**src/rtl/clint_pkg.sv**
```systemverilog
// Shared address map, reset constants and byte-lane merge helper for the CLINT.
package clint_pkg;

   localparam logic [15:0] MSIP_BASE      = 16'h0000;
   localparam logic [15:0] MTIMECMP_BASE  = 16'h4000;
   localparam logic [15:0] MTIME_OFFSET   = 16'hBFF8;
   localparam logic [63:0] MTIMECMP_RESET = 64'hFFFF_FFFF_FFFF_FFFF;

   // Replace only the byte lanes whose enable bit is set.
   function automatic logic [31:0] merge_lanes(input logic [31:0] old_val,
                                               input logic [31:0] new_val,
                                               input logic [3:0]  mask);
      logic [31:0] r;
      r = old_val;
      for (int i = 0; i < 4; i++) begin
         if (mask[i]) r[8*i +: 8] = new_val[8*i +: 8];
      end
      return r;
   endfunction

endpackage

```
**src/rtl/clint_prescaler.sv**
```systemverilog
// Divides clk down to a one-cycle mtime tick every DIVIDER cycles; clear restarts the count.
// Tick is combinational from the count register; no backpressure.
module clint_prescaler #(
   parameter int DIVIDER = 1
) (
   input  logic clk,
   input  logic reset,
   input  logic clear,
   output logic tick
);

   localparam int          CW   = (DIVIDER > 1) ? $clog2(DIVIDER) : 1;
   localparam logic [CW-1:0] LAST = CW'(DIVIDER - 1);

   logic [CW-1:0] cnt_q;

   assign tick = (cnt_q == LAST);

   always_ff @(posedge clk) begin
      if (reset || clear) begin
         cnt_q <= '0;
      end else if (tick) begin
         cnt_q <= '0;
      end else begin
         cnt_q <= cnt_q + CW'(1);
      end
   end

endmodule

```
**src/rtl/clint.sv**
```systemverilog
// Core-local interruptor: mtime counter, per-hart mtimecmp/msip, registered timer irqs.
// Reads are combinational, writes take effect on the next edge, irqs lag state by one cycle.
module clint
   import clint_pkg::*;
#(
   parameter int NUM_HARTS = 1,
   parameter int DIVIDER   = 1
) (
   input  logic                 clk,
   input  logic                 reset,
   input  logic [31:0]          address_in,
   input  logic                 sel_in,
   input  logic                 read_in,
   output logic [31:0]          read_value_out,
   input  logic [3:0]           write_mask_in,
   input  logic [31:0]          write_value_in,
   output logic [NUM_HARTS-1:0] timer_irq_out,
   output logic [NUM_HARTS-1:0] soft_irq_out
);

   localparam logic [13:0] MSIP_W     = MSIP_BASE[15:2];
   localparam logic [13:0] CMP_W      = MTIMECMP_BASE[15:2];
   localparam logic [13:0] MTIME_LO_W = MTIME_OFFSET[15:2];
   localparam logic [13:0] MTIME_HI_W = MTIME_LO_W + 14'd1;

   logic [13:0]                 word;
   logic                        wr_en;
   logic                        mtime_lo_wr;
   logic                        mtime_hi_wr;
   logic                        tick;
   logic [63:0]                 mtime_q;
   logic [NUM_HARTS-1:0]        msip_q;
   logic [NUM_HARTS-1:0][63:0]  mtimecmp;
   logic                        unused_bits;

   assign word        = address_in[15:2];
   assign wr_en       = sel_in && (write_mask_in != 4'b0);
   assign mtime_lo_wr = wr_en && (word == MTIME_LO_W);
   assign mtime_hi_wr = wr_en && (word == MTIME_HI_W);
   assign unused_bits = ^{read_in, address_in[31:16], address_in[1:0]};

   clint_prescaler #(.DIVIDER(DIVIDER)) u_prescaler (
      .clk   (clk),
      .reset (reset),
      .clear (mtime_lo_wr || mtime_hi_wr),
      .tick  (tick)
   );

   // A bus write to mtime replaces the increment for that cycle.
   always_ff @(posedge clk) begin
      if (reset) begin
         mtime_q <= '0;
      end else if (mtime_lo_wr) begin
         mtime_q[31:0] <= merge_lanes(mtime_q[31:0], write_value_in, write_mask_in);
      end else if (mtime_hi_wr) begin
         mtime_q[63:32] <= merge_lanes(mtime_q[63:32], write_value_in, write_mask_in);
      end else if (tick) begin
         mtime_q <= mtime_q + 64'd1;
      end
   end

   always_ff @(posedge clk) begin
      if (reset) begin
         msip_q <= '0;
      end else begin
         for (int h = 0; h < NUM_HARTS; h++) begin
            if (wr_en && write_mask_in[0] && (word == MSIP_W + 14'(h))) begin
               msip_q[h] <= write_value_in[0];
            end
         end
      end
   end

   assign soft_irq_out = msip_q;

   for (genvar h = 0; h < NUM_HARTS; h++) begin : g_hart
      logic [63:0] cmp_q;
      logic        irq_q;
      logic        lo_wr;
      logic        hi_wr;

      assign lo_wr = wr_en && (word == CMP_W + 14'(2 * h));
      assign hi_wr = wr_en && (word == CMP_W + 14'(2 * h + 1));

      always_ff @(posedge clk) begin
         if (reset) begin
            cmp_q <= MTIMECMP_RESET;
            irq_q <= 1'b0;
         end else begin
            if (lo_wr) cmp_q[31:0]  <= merge_lanes(cmp_q[31:0], write_value_in, write_mask_in);
            if (hi_wr) cmp_q[63:32] <= merge_lanes(cmp_q[63:32], write_value_in, write_mask_in);
            irq_q <= (mtime_q >= cmp_q);
         end
      end

      assign mtimecmp[h]      = cmp_q;
      assign timer_irq_out[h] = irq_q;
   end

   always_comb begin
      read_value_out = '0;
      if (sel_in) begin
         if (word == MTIME_LO_W) read_value_out = mtime_q[31:0];
         if (word == MTIME_HI_W) read_value_out = mtime_q[63:32];
         for (int h = 0; h < NUM_HARTS; h++) begin
            if (word == MSIP_W + 14'(h))        read_value_out = {31'b0, msip_q[h]};
            if (word == CMP_W + 14'(2 * h))     read_value_out = mtimecmp[h][31:0];
            if (word == CMP_W + 14'(2 * h + 1)) read_value_out = mtimecmp[h][63:32];
         end
      end
   end

endmodule

```
**config.mk**
```make
export PLATFORM = sky130hd
export DESIGN_NAME = clint
export DESIGN_NICKNAME = d
export VERILOG_FILES = /design/src/rtl/clint_pkg.sv /design/src/rtl/clint_prescaler.sv /design/src/rtl/clint.sv
export SDC_FILE = /design/constraint.sdc
export NUM_CORES = 1
export LEC_CHECK = 0
export CAP_MARGIN = 40
export CORE_MARGIN = 1.5
export CORE_UTILIZATION = 25
export CTS_CLUSTER_SIZE = 10
export DETAILED_ROUTE_END_ITERATION = 10
export PLACE_DENSITY = 0.4
export SLEW_MARGIN = 5
export SYNTH_ARGS = -nofsm -noshare
export SYNTH_HDL_FRONTEND = slang
export SYNTH_SLANG_ARGS = --single-unit
```
**constraint.sdc**
```tcl
create_clock -name clk -period 5.1 [get_ports clk]
set_clock_uncertainty 0.1 [all_clocks]
set_input_delay 1.53 -clock clk [delete_from_list [all_inputs] [get_ports clk]]
set_output_delay 1.53 -clock clk [all_outputs]
set_load 0.01 [all_outputs]
```
**Word-level counts from Yosys, hierarchy flattened**

Cells that the tools add are included.

- Register bits: 131
- Bits of input ports: 72
- Output and inout port bits: 34
- Logic and storage cells: 81

- Add/subtract/negate cells: 2
- $lt $le $gt $ge: 1
- Equal/unequal tests: 15
- Muxes and demuxes: 14
- Bitwise logic cells: 2
- Reductions and logical operators: 28

Operators with widths:

| operator | number |
|---|---|
| 2-to-1 mux 32 bit | 9 |
| adder 64 x 1 -> 64 bit (second input constant) | 1 |
| greater-or-equal comparator 64 bit | 1 |
| 2-to-1 mux 64 bit | 1 |
| 2-to-1 mux 8 bit | 4 |
| equality test 14 x 13 -> 1 bit (second input constant) | 2 |
| equality test 14 bit (second input constant) | 2 |
| AND reduction 3 bit | 8 |
| inequality test 2 bit (second input constant) | 11 |
| AND reduction 2 bit | 8 |
| zero test 14 bit | 1 |
| logical AND 1 bit | 7 |
| nonzero test 4 bit | 1 |
| logical OR 1 bit | 2 |
| inverter 1 bit | 2 |
| OR reduction 2 bit | 1 |
| adder 1 bit (second input constant) | 1 |

**Longest topological paths before layout**

- Word-level depth: 7
- Mapped depth: 9
- Mapped depth without buffers: 8

**Cells and area by module**

A second synthesis with hierarchy kept.

- Cell total of the unflattened synthesis: 1239
- Area total of the unflattened synthesis: 9349.0 um^2

By module, submodules not included:

| module | times used | cells an instance | area an instance (um^2) | sequential area each (um^2) |
|---|---|---|---|---|
| clint | 1 | 1236 | 9321.4 | 2602.5 |
| clint_prescaler | 1 | 3 | 27.5 | 20.0 |

**Least setup slack after synthesis**

OpenSTA, ideal clock, no wires.

- Path kind: input -> output
- Start: input port address_in[2]
- End: output port read_value_out[0]
- Arrival time: 3.078 ns
- Data required time: 3.470 ns
- Slack: 0.392 ns
- Stages: 7
- Buffers on the path: 3
- Path through: buf_2 buf_1 buf_1 nand2_1 o21ai_0 a21oi_1 a211oi_1

- Word-level cells in the longest chain between the ends: 7
- Elaborated cells between the ends (all ways): 11
- Classes of those cells: eq/ne (4); mux (6); reduce/logical (1)

RTL lines:

| item | RTL line | RTL |
|---|---|---|
| from (decl) | clint.sv:11 | `input logic [31:0] address_in,` |
| equality test 14 bit | clint.sv:103 | `if (word == MTIME_LO_W) read_value_out = mtime_q[31:0];` |
| 2-to-1 mux 32 bit | clint.sv:103 |  |
| 2-to-1 mux 32 bit | clint.sv:104 | `if (word == MTIME_HI_W) read_value_out = mtime_q[63:32];` |
| 2-to-1 mux 32 bit | clint.sv:106 | `if (word == MSIP_W + 14'(h)) read_value_out = {31'b0, msip_q[h]};` |
| 2-to-1 mux 32 bit | clint.sv:107 | `if (word == CMP_W + 14'(2 * h)) read_value_out = mtimecmp[h][31:0];` |
| 2-to-1 mux 32 bit * | clint.sv:108 | `if (word == CMP_W + 14'(2 * h + 1)) read_value_out = mtimecmp[h][63:32];` |
| 2-to-1 mux 32 bit * | clint.sv:102 | `if (sel_in) begin` |
| to (decl) | clint.sv:14 | `output logic [31:0] read_value_out,` |

Mark *: on every way between the ends. The rest lies on a longest branch, timed or not.

**Final worst setup path**

- Start: input port address_in[14]
- End: output port read_value_out[20]

The elaborated chain is that of the path after synthesis.

==> results.md <==
- Leakage Power: 5.21 nW
- I/O pin count: 106
- Count of maximum capacitance violations: 0
- Seq. cell area: 0.00262 mm^2
- Biggest fanout along the worst timing path: 6
- Max-slew headroom: 44.2%
- Warnings, synthesis: 0
- Critical Path Source Type: primary input
- Worst reg2reg startpoint: mtime_q[0]$_SDFFE_PP0P_
- Total gr overflow: 0
- Worst R2R Setup Slack: 1.96 ns
- Synthesized area divided by synthesized cell count: 7.61 um^2
- First-pass GRT wire length: 63,600 um
- CTS tree: built
- CTS Root Cell: sky130_fd_sc_hd__clkbuf_16
- Fraction of the yosys area taken by sequential cells: 26.8%
- Synth top area share: 26.8%
- Count of antenna diodes in the layout: 0
- Most frequent standard cell in the layout excluding fill and tap cells: sky130_fd_sc_hd__nand2_1
- Final critical-path share of the clock period: 98.9%
- Cell area after synthesis: 0.00978 mm^2
- Clk slew on worst S/H paths: 0.06 ns
- Critical Path End: read_value_out[20]
- Total of buffers placed on input and output ports: 86
- Initial Utilization: 25.3%
- Height of the chip: 201 um
- Clk network pwr share: 51.9%
- Most common flop cell mapped by yosys: sky130_fd_sc_hd__dfxtp_1
- GR Layer Usage met2: 34.2%
- GR Layer Usage met1: 28.7%
- Class of the most critical hold timing path: reg -> reg
- Maximum VDD drop: 0.238 mV
- R2r endpoint: mtime_q[62]$_SDFFE_PP0P_
- Longest Clk Path Bufs: 2
- Pins over their slew limit: 0
- Worst setup startpoint: address_in[14]
- CP Data Required Time: 3.47 ns
- DR WL/cell: 22.0 um
- Total number of nets in the final design: 1,533
- Data arrival at the endpoint of the critical path: 3.42 ns
- Setup repair after global routing missed its margin: false
- R2R cell count: 7
- Global placer's final weighted congestion: 0.880
- Total wire length: 42,300 um
- Portion of total power attributed to combinational logic: 7.9%
- Crit path time final: 5.05 ns
- PD cells: 207 mW/mm^2
- Area of the core: 0.0386 mm^2
- Number of library cell types mapped by synthesis: 71
- Critical-path top delay cell: sky130_fd_sc_hd__or4_4
- Synth area leaders: sky130_fd_sc_hd__dfxtp_1 27%, sky130_fd_sc_hd__ha_1 8.3%, sky130_fd_sc_hd__mux2i_1 7.9%, sky130_fd_sc_hd__nand2_1 6.4%, sky130_fd_sc_hd__o211ai_1 5.0%
- Classification of the worst setup path: in -> out
- Sequential power share: 40.2%
- Gate Count Post-Synth: 1,285
- Placed wire-length estimate: 30,700 um
- Worst Tran Pin Value: 0.837 ns
- Drc violations: 0
- Chip Width: 201 um
- Number of placement rows: 72
- Number of buffers inserted during clock tree synthesis: 17
- Switch Pwr: 0.000657 W
- Crit-path cells: dlygate4sd2_1 > nand3b_1 > or4_4 > buf_12 > buf_4 > o22ai_1 > and2_1 > clkdlybuf4s15_2
- Floorplan die area: 0.0403 mm^2
- Detail Route Antenna Nets: 0
- Number of antenna violations at the first check in global routing: 0
- Share of async-settable or async-resettable flops after synthesis: 0%
- Status: complete, no violations
- Vias in the first global route: 9,964
- Number of synthesized flops with an enable pin: 0
- Switching fraction of total power: 25.7%
- Most frequent cells in the layout: 164 x sky130_fd_sc_hd__nand2_1, 131 x sky130_fd_sc_hd__dfxtp_1, 94 x sky130_fd_sc_hd__a21oi_1
- Total iterations of the first detailed-routing run: 7
- Global route hottest layer: met2
- Synthesized netlist net count: 1,422
- Count of routing violations after the opening detailed-route iteration: 714
- Internal power contribution: 0.00190 W
- Final worst slack: 0.0549 ns
- #FFs+latches synth: 131
- Crit. End Element: output port
- Total power draw: 0.00256 W
- WHS Path Cells: 2
- Delay of the slowest cell on the worst path: 0.61 ns
- Achievable frequency: 198 MHz
- # clock sinks: 131
- Share of layout cells above drive strength 1: 13.4%
- Relative area change from synthesis to final layout: 26.7%
- Core Util, Final: 32.1%
- Global-route total usage across every layer: 20.9%
- Yosys top cell by area: sky130_fd_sc_hd__dfxtp_1
- Number of fill cells in the layout: 4,142
- Hold Fails Final Rpt: 0
- Clk Latency, worst-skew pair: 0.45 ns
- Setup violation total in the final timing report: 0
- Worst slack after detailed placement: -0.488 ns
- Vias: 10,300
- Count of hold-fix buffers inserted at cts: 0
- Vias per cell: 5.34
- Final worst hold slack: 0.416 ns
- Area of the multi-input gates: 0.00660 mm^2
- Met3 track demand over resource: 2.53%
- Deepest level of the CTS H-tree: 4
- Largest net degree at the start of global routing: 64
worst min-delay path by stage:
stage	startpoint	endpoint	slack [ns]
after global routing	g_hart[0].cmp_q[45]$_SDFFE_PP1P_	g_hart[0].cmp_q[45]$_SDFFE_PP1P_	0.45
after global placement	g_hart[0].cmp_q[28]$_SDFFE_PP1P_	g_hart[0].cmp_q[28]$_SDFFE_PP1P_	0.40
after detailed placement	g_hart[0].cmp_q[30]$_SDFFE_PP1P_	g_hart[0].cmp_q[30]$_SDFFE_PP1P_	0.40
after CTS	g_hart[0].cmp_q[31]$_SDFFE_PP1P_	g_hart[0].cmp_q[31]$_SDFFE_PP1P_	0.41
after floorplan	g_hart[0].cmp_q[24]$_SDFFE_PP1P_	g_hart[0].cmp_q[24]$_SDFFE_PP1P_	0.37
final	g_hart[0].cmp_q[28]$_SDFFE_PP1P_	g_hart[0].cmp_q[28]$_SDFFE_PP1P_	0.42
layout make-up:
class / instances / area share [%]
flip-flops and latches: 131 / 21.2
inverters: 84 / 2.54
multi-input cells: 985 / 53.3
well taps: 518 / 5.23
clock buffers: 21 / 3.72
clock inverters: 11 / 1.24
repair buffers: 177 / 12.8
worst max-delay path, delay by kind of cell:
kind                   cells  cell delay [ns]
and+or+nand+nor            3             0.95
buffers and inverters      4             0.80
AOI/OAI and AO/OA          1             0.14
through the flow:
stage | instance area [um^2] | instances | TNS, ns
final | 12400 | 1927 | 0
after global routing | 12400 | 1927 | 0
after CTS | 12400 | 1927 | 0
after detailed placement | 11400 | 1862 | -13.41
after global placement | 11400 | 1859 | -13.81
after floorplan | 9780 | 1285 | 0
flip-flops by register name, summed over array words and instances, names as in the netlist:
signal             cells
g_hart.cmp_q          64
mtime_q               64
soft_irq_out           1
timer_irq_out          1
u_prescaler.cnt_q      1
power by group through the flow:
stage               Clock (W)  Sequential (W)  Combinational (W)
finish                0.00133         0.00103           0.000202
global route          0.00140         0.00103           0.000214
CTS                   0.00136         0.00103           0.000200
detailed placement          0         0.00105           0.000194
global placement            0         0.00105           0.000194
floorplan                   0         0.00105          0.0000777
what timing repair did:
action	in CTS	in global routing
setup buffers	31	0
gates cloned	2	0
setup endpoints to repair	32	45
resized for setup	115	14
pin swaps	10	0
cells by family after synthesis:
group | count (synthesis) | synth area share, %
and+or+nand+nor | 477 | 26.1
muxes | 78 | 7.99
DFF | 131 | 26.8
adders and majority gates | 65 | 8.31
AOI/OAI and AO/OA | 364 | 23.8
other | 1 | 0.0383
buffers and inverters | 169 | 6.88
routing by layer:
metal  vias to the layer above  share of wire [%]  routed length (um)
met1                      4956                 48               20200
met2                       271                 46               19500
met5                         -                  0                   0
met4                         0                2.4                1030
li1                       5008                  -                   -
met3                        48                3.7                1580
cell usage after synthesis, drive strengths merged, types with 20 or more instances:
library cell  instances
and2                 52
dfxtp               131
a21oi                95
nor3                 34
a21o                 30
mux2i                77
a31oi                20
nand2               166
nand3                39
o22ai                36
nor4                 31
ha                   65
o211ai               65
clkbuf               55
nor2                 44
inv                  83
nand4                42
buf                  30
o21ai                62
Note: power is estimated with default switching activity, not from simulation.
